===== src/rtl/ram_march_bist.sv =====
// rtl/ram_march_bist.sv - March C- BIST controller for a single-port RAM
// Drives RAM we/addr/wdata directly and reports pass, first failing address and mismatch count.
module ram_march_bist #(
  parameter int ADDR_W = 4,
  parameter int DATA_W = 8,
  parameter logic [DATA_W-1:0] PATTERN = 8'h55
) (
  input  logic              clk,
  input  logic              rst,
  input  logic              start,
  output logic              mem_we,
  output logic [ADDR_W-1:0] mem_addr,
  output logic [DATA_W-1:0] mem_wdata,
  input  logic [DATA_W-1:0] mem_rdata,
  output logic              busy,
  output logic              done,
  output logic              pass,
  output logic [ADDR_W-1:0] fail_addr,
  output logic [ADDR_W+1:0] fail_count
);

  typedef enum logic [3:0] {
    IDLE, W0, M1_RD, M1_WR, M2_RD, M2_WR, R0, FLUSH, DONE
  } state_t;

  localparam logic [ADDR_W-1:0] LAST = '1;

  state_t              state;
  logic                cmp_en;
  logic [DATA_W-1:0]   cmp_exp;
  logic [ADDR_W-1:0]   cmp_addr;
  logic                mismatch;

  // R0 is pipelined: the data seen now belongs to the previous address.
  always_comb begin
    cmp_en   = 1'b0;
    cmp_exp  = PATTERN;
    cmp_addr = mem_addr;
    case (state)
      M1_WR: cmp_en = 1'b1;
      M2_WR: begin
        cmp_en  = 1'b1;
        cmp_exp = ~PATTERN;
      end
      R0: begin
        cmp_en   = (mem_addr != '0);
        cmp_addr = mem_addr - 1'b1;
      end
      FLUSH: cmp_en = 1'b1;
      default: cmp_en = 1'b0;
    endcase
    mismatch = cmp_en && (mem_rdata != cmp_exp);
  end

  always_ff @(posedge clk) begin
    if (rst) begin
      state      <= IDLE;
      mem_we     <= 1'b0;
      mem_addr   <= '0;
      mem_wdata  <= '0;
      busy       <= 1'b0;
      done       <= 1'b0;
      pass       <= 1'b0;
      fail_addr  <= '0;
      fail_count <= '0;
    end else begin
      if (mismatch) begin
        fail_count <= fail_count + 1'b1;
        if (fail_count == '0)
          fail_addr <= cmp_addr;
      end

      case (state)
        IDLE, DONE: begin
          if (start) begin
            state      <= W0;
            busy       <= 1'b1;
            done       <= 1'b0;
            pass       <= 1'b0;
            fail_addr  <= '0;
            fail_count <= '0;
            mem_we     <= 1'b1;
            mem_addr   <= '0;
            mem_wdata  <= PATTERN;
          end
        end
        W0: begin
          if (mem_addr == LAST) begin
            state    <= M1_RD;
            mem_we   <= 1'b0;
            mem_addr <= '0;
          end else begin
            mem_addr <= mem_addr + 1'b1;
          end
        end
        M1_RD: begin
          state     <= M1_WR;
          mem_we    <= 1'b1;
          mem_wdata <= ~PATTERN;
        end
        M1_WR: begin
          mem_we <= 1'b0;
          if (mem_addr == LAST) begin
            state <= M2_RD;
          end else begin
            state    <= M1_RD;
            mem_addr <= mem_addr + 1'b1;
          end
        end
        M2_RD: begin
          state     <= M2_WR;
          mem_we    <= 1'b1;
          mem_wdata <= PATTERN;
        end
        M2_WR: begin
          mem_we <= 1'b0;
          if (mem_addr == '0) begin
            state <= R0;
          end else begin
            state    <= M2_RD;
            mem_addr <= mem_addr - 1'b1;
          end
        end
        R0: begin
          if (mem_addr == LAST)
            state <= FLUSH;
          else
            mem_addr <= mem_addr + 1'b1;
        end
        FLUSH: begin
          state  <= DONE;
          busy   <= 1'b0;
          done   <= 1'b1;
          pass   <= (fail_count == '0) && !mismatch;
          mem_we <= 1'b0;
        end
        default: state <= IDLE;
      endcase
    end
  end

endmodule


===== config.mk =====
export PLATFORM = sky130hd
export DESIGN_NAME = ram_march_bist
export DESIGN_NICKNAME = d
export VERILOG_FILES = /design/src/rtl/ram_march_bist.sv
export SDC_FILE = /design/constraint.sdc
export NUM_CORES = 1
export LEC_CHECK = 0
export CORE_MARGIN = 2
export CORE_UTILIZATION = 44
export DETAILED_ROUTE_END_ITERATION = 10
export HOLD_SLACK_MARGIN = 0.05
export PLACE_DENSITY = 0.75
export SLEW_MARGIN = 30
export SYNTH_ARGS = -nofsm -noshare
export SYNTH_HDL_FRONTEND = slang
export SYNTH_SLANG_ARGS = --single-unit

===== constraint.sdc =====
create_clock -name clk -period 1.8 [get_ports clk]
set_clock_uncertainty 0.1 [all_clocks]
set_input_delay 0.36 -clock clk [delete_from_list [all_inputs] [get_ports clk]]
set_output_delay 0.36 -clock clk [all_outputs]
set_load 0.005 [all_outputs]

## Yosys cells after proc, flatten, opt, wreduce, memory -nomap -nowiden

Cells that the tools add are included.

| word-level totals | value |
|---|---|
| flip-flop bits (word level) | 30 |
| word-level logic and storage cells | 77 |

| operators by class | value |
|---|---|
| eq/ne operators | 15 |
| reductions and logical operators | 20 |
| add/sub/neg operators | 3 |
| multiplexer cells | 30 |

Operator list:

| cell | count |
|---|---|
| two-way mux 4 bit | 12 |
| case mux 4 bit (8 select lines) | 1 |
| case mux 8 bit (3 select lines) | 1 |
| two-way mux 6 bit | 3 |
| == test 4 x 3 -> 1 bit, second input constant | 4 |
| two-way mux 8 bit | 2 |
| case mux 4 bit (4 select lines) | 1 |
| nonzero test 4 bit | 3 |
| inequality test 2 bit, second input constant | 5 |
| == test 4 x 2 -> 1 bit, second input constant | 2 |
| == test 4 bit, second input constant | 2 |
| logical NOT 4 bit | 2 |
| inequality test 8 bit | 1 |
| case mux 1 bit (2 select lines) | 4 |
| adder 6 x 1 -> 6 bit, second input constant | 1 |
| logical NOT 6 bit | 1 |
| AND reduction 3 bit | 2 |
| OR reduction 2 bit | 3 |
| adder 4 x 1 -> 4 bit, second input constant | 1 |
| == test 4 x 1 -> 1 bit, second input constant | 1 |
| case mux 1 bit (4 select lines) | 1 |
| AND reduction 2 bit | 2 |
| AND reduction 4 bit | 1 |
| subtractor 4 x 1 -> 4 bit, second input constant | 1 |
| other kinds (8) | 11 |

## Logic depth before layout (Yosys ltp)

Gate-level depths: netlist of the first run.

| logic depth | value |
|---|---|
| word-level depth | 7 |
| mapped depth | 8 |

## Least setup slack after synthesis of the first run

Ideal clock, no wire load.

| timing | value |
|---|---|
| kind | reg-to-reg |
| from | register mem_addr[0] |
| to | register fail_addr[0] |
| path slack | -0.050 ns |
| path buffers | 0 |
| cell stages (with the launch flop) | 8 |
| library setup time | 0.070 ns |
| data arrival time | 1.680 ns |
| data required time | 1.630 ns |
| period minus slack after synthesis | 1.850 ns |
| path through | dfxtp_1 inv_1 ha_1 nor3b_2 o22ai_4 nand4_4 or3_1 a21oi_1 |

| on the way | value |
|---|---|
| cells in the longest elaborated chain, start to end | 6 |
| elaborated cells between the ends (all ways) | 9 |
| classes of those cells | add/sub (1); mux (6); reduce/logical (2) |

RTL lines:

| item | line | RTL |
|---|---|---|
| start, declared | 12 | `output logic [ADDR_W-1:0] mem_addr,` |
| start signal, assigned | 93 | `mem_addr <= mem_addr + 1'b1;` |
| start signal, assigned | 107 | `mem_addr <= mem_addr + 1'b1;` |
| start signal, assigned | 121 | `mem_addr <= mem_addr - 1'b1;` |
| subtractor 4 x 1 -> 4 bit / nonzero test 4 bit (equally long branches) | 47, 46 |  |
| two-way mux 4 bit / case mux 1 bit (2 select lines) (equally long branches) | 39 | `case (state)` |
| two-way mux 4 bit / logical AND 1 bit (equally long branches) | 69, 52 |  |
| two-way mux 4 bit (*) | 67 | `if (mismatch) begin` |
| two-way mux 4 bit | 75 | `if (start) begin` |
| two-way mux 4 bit (*) | 73 | `case (state)` |
| end signal, assigned | 70 | `fail_addr <= cmp_addr;` |
| end, declared | 18 | `output logic [ADDR_W-1:0] fail_addr,` |

Every way passes the cells marked *; elsewhere a longest branch is shown, timed or not.
A chain may end at the register's enable or synchronous reset.

## Final worst setup path of the first run

| timing | value |
|---|---|
| from | register mem_addr[0] |
| to | register fail_count[4] |

| on the way | value |
|---|---|
| cells in the longest elaborated chain, start to end | 6 |

RTL lines:

| item | line | RTL |
|---|---|---|
| nonzero test 4 bit (*) | 46 | `cmp_en = (mem_addr != '0);` |
| case mux 1 bit (2 select lines) (*) | 39 |  |
| logical AND 1 bit (*) | 52 | `mismatch = cmp_en && (mem_rdata != cmp_exp);` |
| two-way mux 6 bit (*) | 67 |  |
| two-way mux 6 bit | 75 |  |
| two-way mux 6 bit (*) | 73 |  |
| end signal, assigned | 68 | `fail_count <= fail_count + 1'b1;` |
| end, declared | 19 | `output logic [ADDR_W+1:0] fail_count` |

Marks and branches as above.

==> out/results.tsv, run 1 <==
metric	value	unit
WHS Endpoint	pass	
fin util	0.7522	
final layout net count	272	
insertion delay to the later sink of the worst-skew pair	0.34	ns
failing checks	negative setup slack	
logic gate share of total power	0.191	
critical path fanouts, max	3	
max cap viols	0	
Slew Viols, Final	0	
critical-path cell list	inv_2 > ha_4 > nor3b_4 > o22ai_4 > buf_6 > nand4_1 > or3_4 > a21oi_2	
Psw	298.3	uW
first-pass GRT wire length	6.982	mm
Power Total	1.194	mW
TritonCTS Buffers	3	
die area	3956	um^2
Crit Reg-Reg Endpoint	fail_count[4]	
register area	499.2	um^2
syn nets	200	
Area Overhead vs Synth	64.43	%
R2R Path Start	mem_addr[0]	
syn avg cell area	8.296	um^2
Peak VDD IR	0.3145	mV
Yosys warning total	0	
Hold Vio Cnt, Final	0	
via count	1644	
final worst-path cycle share	1.051	
register area share after synthesis	0.3148	
prevailing post-synth register cell	dfxtp_1	
antenna cells	0	
Pwr per Cell Area	475.8	nW/um^2
Worst path top cell family by delay	simple AND/OR/NAND/NOR gates	
port bufs	36	
Post-synth EDFFs	0	
Worst EP arrival	2.08	ns
GRT overflow	0	
status	finished with violations	
clock-pin slew on the worst setup and hold paths	0.15	ns
fraction of layout cells with a size suffix above 1	0.3725	
vias in the first global route	1506	
drt first pass iters	4	
r2r worst-path depth	8	
clk sinks	24	
num rows	21	
Hold Path Depth	2	
hold buffer count at CTS	0	
CTS tree	done	
Hold Crit Start	pass	
CP max stage delay	0.40	ns
Routed Wire Length	4.777	mm
Slew headroom	0.7782	
Mapped Cells	184	
Avg WL per Cell	15.87	um
Initial DRC Count	97	
initial antenna violation count	0	
Setup crit start kind	register	
CP Buf/Inv Count	2	
leakage power	1.064	nW
DIE WIDTH	62.90	um
core area	3337	um^2
Least-Margin Pin Slew	0.3318	ns
DIE HEIGHT	62.90	um
I/O pins	37	
slowest stage cell, crit path	dfxtp_2	
final antenna-violating net count	0	
Cell Area, Synth	1526	um^2
Initial Utilization	0.4574	
hold crit path type	reg2reg	
total global-route track usage	0.2202	
Post-DP Area	2145	um^2
clock root buffer	clkbuf_4	
area of the multi-input gates	1126	um^2
largest net degree at the start of global routing	15	
clock tree buffer depth	2	
Tmin final	1.891	ns
Synth Register Bits	24	
R2R setup slack	-0.09	ns
Residual DRC	0	
Pint	896.0	uW
worst setup margin	-0.09120	ns
# fillers	236	
Setup violations, final	6	
hpwl dp	2.862	mm
Final Cell Area	2510	um^2
crit end category	register	
WS Path Type	reg2reg	
TNS Setup	-0.2645	ns
unrepaired setup endpoints after global routing	true	
H-tree levels	1	
FMAX	528.8	MHz
Final Wtd Congestion	0.8434	
worst path required time	1.99	ns
clock share of power	0.348	
Switching Share	0.2498	
count of cell types in the netlist	50	
vias per std cell	5.462	
asr flop ratio synth	0	
Flop pwr share	0.462	
[flip-flops by register name, indices dropped and copies added (netlist names)]
name	flops
fail_count	6
state	4
done	1
mem_addr	4
fail_addr	4
busy	1
pass	1
mem_we	1
mem_wdata	2
[tightest hold or removal path, cell delays in order, from the launching register on]
cell and delay (ns):
dfxtp_1 0.34, nand3_1 0.06, nand2_1 0.04
[cells by family after synthesis]
| group | Yosys count | synth area share |
|---|---|---|
| xor+xnor | 9 | 0.05164 |
| simple gates | 79 | 0.3180 |
| buf+inv | 24 | 0.08524 |
| fa+ha+maj | 5 | 0.04098 |
| flops | 24 | 0.3148 |
| compound gates | 42 | 0.1820 |
| mux | 1 | 0.007377 |
[per-stage QoR]
stage	worst slack (ns)	hold slack [ns]	std cells
after floorplan	0.01778	0.3456	184
after global placement	-0.1942	0.3390	288
after detailed placement	-0.2729	0.3457	288
after CTS	-0.05207	0.3643	298
after global routing	-0.1633	0.3871	301
final	-0.09120	0.3597	301
[cells in the final DEF, fill, tap and decap left out, types with 3 or more instances in the layout]
cell type        netlist  layout
xor2_1                 3       3
buf_6                  0       4
dlygate4sd2_1          0       3
a21oi_2                0       4
o21ai_1                1       5
xnor2_1                6       4
dfxtp_2                0       9
nor2_1                13      13
inv_2                  1       3
nor2b_1                7       5
inv_1                  7       5
nor3_1                 7       6
clkbuf_4               0       3
dlymetal6s2s_1         0       6
o21ai_0               13       9
nor4bb_4               0       4
or3_1                  6       4
buf_4                  9      41
a21oi_1               13       9
nand3_1               10       8
ha_1                   5       3
clkdlybuf4s50_1        0      27
nand2_1               14      14
dfxtp_1               24      13
[cell usage after synthesis (2+ instances only)]
cell type | count | area (um^2)
dfxtp_1 | 24 | 480.5
nand2_1 | 14 | 52.55
a21oi_1 | 13 | 65.06
nor2_1 | 13 | 48.80
o21ai_0 | 13 | 65.06
nand3_1 | 10 | 50.05
buf_4 | 9 | 67.56
inv_1 | 7 | 26.28
nor2b_1 | 7 | 43.79
nor3_1 | 7 | 35.03
or3_1 | 6 | 37.54
xnor2_1 | 6 | 52.55
buf_2 | 5 | 25.02
ha_1 | 5 | 62.56
nor4bb_1 | 4 | 40.04
and3_1 | 3 | 18.77
xor2_1 | 3 | 26.28
a22o_1 | 2 | 17.52
nand4_1 | 2 | 12.51
[power by group through the flow]
stage	registers [mW]	logic, mW	clock network (mW)
after global placement	0.565	0.186	0
after floorplan	0.562	0.0911	0
after detailed placement	0.565	0.188	0
after global routing	0.554	0.242	0.440
final	0.552	0.228	0.415
after CTS	0.550	0.195	0.417
[cell type report]
cell class | count | share of cell area
Inverter | 8 | 0.01196
Sequential cell | 24 | 0.1989
Clock buffer | 3 | 0.008973
Clock inverter | 1 | 0.01196
Tap cell | 46 | 0.02293
Timing Repair Buffer | 82 | 0.2966
Multi-Input combinational cell | 137 | 0.4487
[worst max-delay path by stage]
stage / startpoint / depth (start not counted) / to / slack [ns]
2_1_floorplan: mem_addr[0] / 7 / fail_addr[0] / 0.02
3_3_place_gp: mem_rdata[7] / 6 / fail_count[5] / -0.19
3_5_place_dp: mem_rdata[7] / 6 / fail_addr[0] / -0.27
4_1_cts: mem_addr[0] / 8 / fail_count[4] / -0.05
5_1_grt: mem_addr[0] / 8 / fail_count[4] / -0.16
6_report: mem_addr[0] / 8 / fail_count[4] / -0.09
[layer usage]
layer  track usage  part of all wire  vias to the layer above  routed length (um)
met5             0                 0                        -                   0
met4        0.1111             0.019                        0                  92
met3       0.03063             0.046                        9                 222
met2        0.3590              0.52                       60                2470
met1        0.2825              0.42                      775                1992
li1              -                 -                      800                   -
[timing repair]
item / CTS / global route
pin swaps: 10 / 22
gates cloned: 1 / 0
gates resized for setup: 16 / 47
buffers inserted: 5 / 5
endpoints found under the setup margin: 14 / 19
(Power assumes the default switching activity.)
==> inputs of run 2 (changes only) <==
- GPL_ROUTABILITY_DRIVEN: not set -> 0
==> results of run 2 <==
No change in the layout: final DEF, timing and power equal those of run 1.
==> inputs of run 3 (changes only) <==
- PLACE_DENSITY: 0.75 -> not set
- PLACE_DENSITY_LB_ADDON: not set -> 0.15
==> out/results.tsv, run 3 (same netlist as run 1, synthesis figures left out) <==
metric	value	unit
status	finished with violations	
failing checks	negative setup slack	
leakage power	0.9762	nW
worst setup margin	-0.07061	ns
Crit Reg-Reg Endpoint	fail_count[4]	
register area	493.0	um^2
port bufs	36	
Routed Wire Length	4.785	mm
hpwl dp	3.090	mm
critical path fanouts, max	9	
I/O pins	37	
area of the multi-input gates	1101	um^2
# fillers	256	
Setup violations, final	7	
FMAX	534.6	MHz
num rows	21	
largest net degree at the start of global routing	14	
clock root buffer	clkbuf_4	
r2r worst-path depth	8	
WS Path Type	in2reg	
first-pass GRT wire length	6.741	mm
unrepaired setup endpoints after global routing	true	
Tmin final	1.871	ns
Peak VDD IR	0.1975	mV
Slew Viols, Final	0	
DIE HEIGHT	62.90	um
clock tree buffer depth	2	
critical-path cell list	clkdlybuf4s50_1 > nor4bb_4 > nand3_2 > nand4_4 > buf_6 > o21ai_1 > a21oi_2	
final antenna-violating net count	0	
Crit. path cell count	7	
fraction of layout cells with a size suffix above 1	0.3374	
GRT overflow	0	
CP endpoint	fail_addr[3]	
H-tree levels	1	
most frequent cells in the layout	buf_4 (32), clkdlybuf4s50_1 (29), dfxtp_1 (16)	
Power Total	1.068	mW
die area	3956	um^2
R2R setup slack	-0.01	ns
worst path required time	1.96	ns
crit end category	register	
initial antenna violation count	0	
Area Overhead vs Synth	55.00	%
total global-route track usage	0.2097	
Slew headroom	0.7346	
Avg WL per Cell	16.56	um
DIE WIDTH	62.90	um
most common cell after layout, fill and taps aside	buf_4	
slowest stage cell, crit path	clkdlybuf4s50_1	
hold crit path type	reg2reg	
clk sinks	24	
via count	1595	
Initial DRC Count	84	
max reg flops	6	
clock-pin slew on the worst setup and hold paths	0.14	ns
Setup crit start kind	input port	
worst setup path startpoint	mem_rdata[3]	
vias in the first global route	1500	
antenna cells	0	
final layout net count	260	
Initial Utilization	0.4574	
CP Buf/Inv Count	2	
vias per std cell	5.519	
CTS tree	done	
Worst EP arrival	2.03	ns
Most flops, register	fail_count	
CP max stage delay	0.58	ns
max cap viols	0	
Least-Margin Pin Slew	0.3981	ns
R2R Path Start	mem_addr[0]	
insertion delay to the later sink of the worst-skew pair	0.32	ns
final instance count without filler cells	289	
Residual DRC	0	
Placed Cells	277	
TritonCTS Buffers	3	
Worst path top cell family by delay	buffers and inverters	
drt first pass iters	4	
Pwr per Cell Area	451.5	nW/um^2
final worst-path cycle share	1.039	
core area	3337	um^2
Hold Vio Cnt, Final	0	
## run 3: changes by cell type in the layout (fill, tap and decap cells not counted), moves of 2 or more
cell,change
dlygate4sd2_1,-2
o21ai_2,+3
buf_4,-9
dfxtp_1,+3
o21ai_1,-2
clkdlybuf4s50_1,+2
dfxtp_2,-2
## run 3: power by group
group	internal, mW	total [mW]	switching [mW]
clock	0.124	0.300	0.177
combinational	0.117	0.215	0.0974
sequential	0.541	0.553	0.0121
total	0.782	1.07	0.286
## run 3: final cells by class
| cell class | count | area share |
|---|---|---|
| multi-input cells | 136 | 0.4654 |
| repair buffers | 71 | 0.2739 |
| flip-flops and latches | 24 | 0.2084 |
| well taps | 46 | 0.02433 |
| clock buffers | 4 | 0.01534 |
| inverters | 8 | 0.01269 |
## run 3: worst min path at each step
stage / startpoint / to / cells past startpoint
5_1_grt: done / done / 2
2_1_floorplan: pass / pass / 2
4_1_cts: done / done / 2
6_report: pass / pass / 2
3_5_place_dp: done / done / 2
3_3_place_gp: pass / pass / 2
## run 3: metrics by stage
step | worst slack [ns] | util | area, um^2 | hold slack (ns) | TNS [ns]
6_report | -0.07061 | 0.7090 | 2366 | 0.3674 | -0.1438
5_1_grt | -0.1220 | 0.7090 | 2366 | 0.3951 | -0.7746
4_1_cts | -0.01331 | 0.6445 | 2151 | 0.3724 | -0.01842
3_5_place_dp | -0.2798 | 0.6142 | 2049 | 0.3535 | -3.005
3_3_place_gp | -0.1945 | 0.6142 | 2049 | 0.3375 | -1.865
2_1_floorplan | 0.01778 | - | 1529 | 0.3456 | 0
## run 3: routing by layer
layer	track usage	wire length [um]	vias up
met2	0.3843	2530	55
met3	0.03243	197	8
met5	0	0	-
met4	0.05000	70	0
met1	0.2539	1986	759
li1	-	-	773
## run 3: worst reg2reg max path, delay by kind of cell, from the launching register on
kind / cells / cell delay (ns)
buf+inv: 2 / 0.19
simple gates: 3 / 0.59
compound gates: 2 / 0.34
flops: 1 / 0.37
fa+ha+maj: 1 / 0.16
## run 3: repair_timing
item	in CTS	in global routing
gates resized for setup	13	44
pin swaps	5	18
endpoints found under the setup margin	12	16
hold buffers	0	0
buffers inserted	3	5
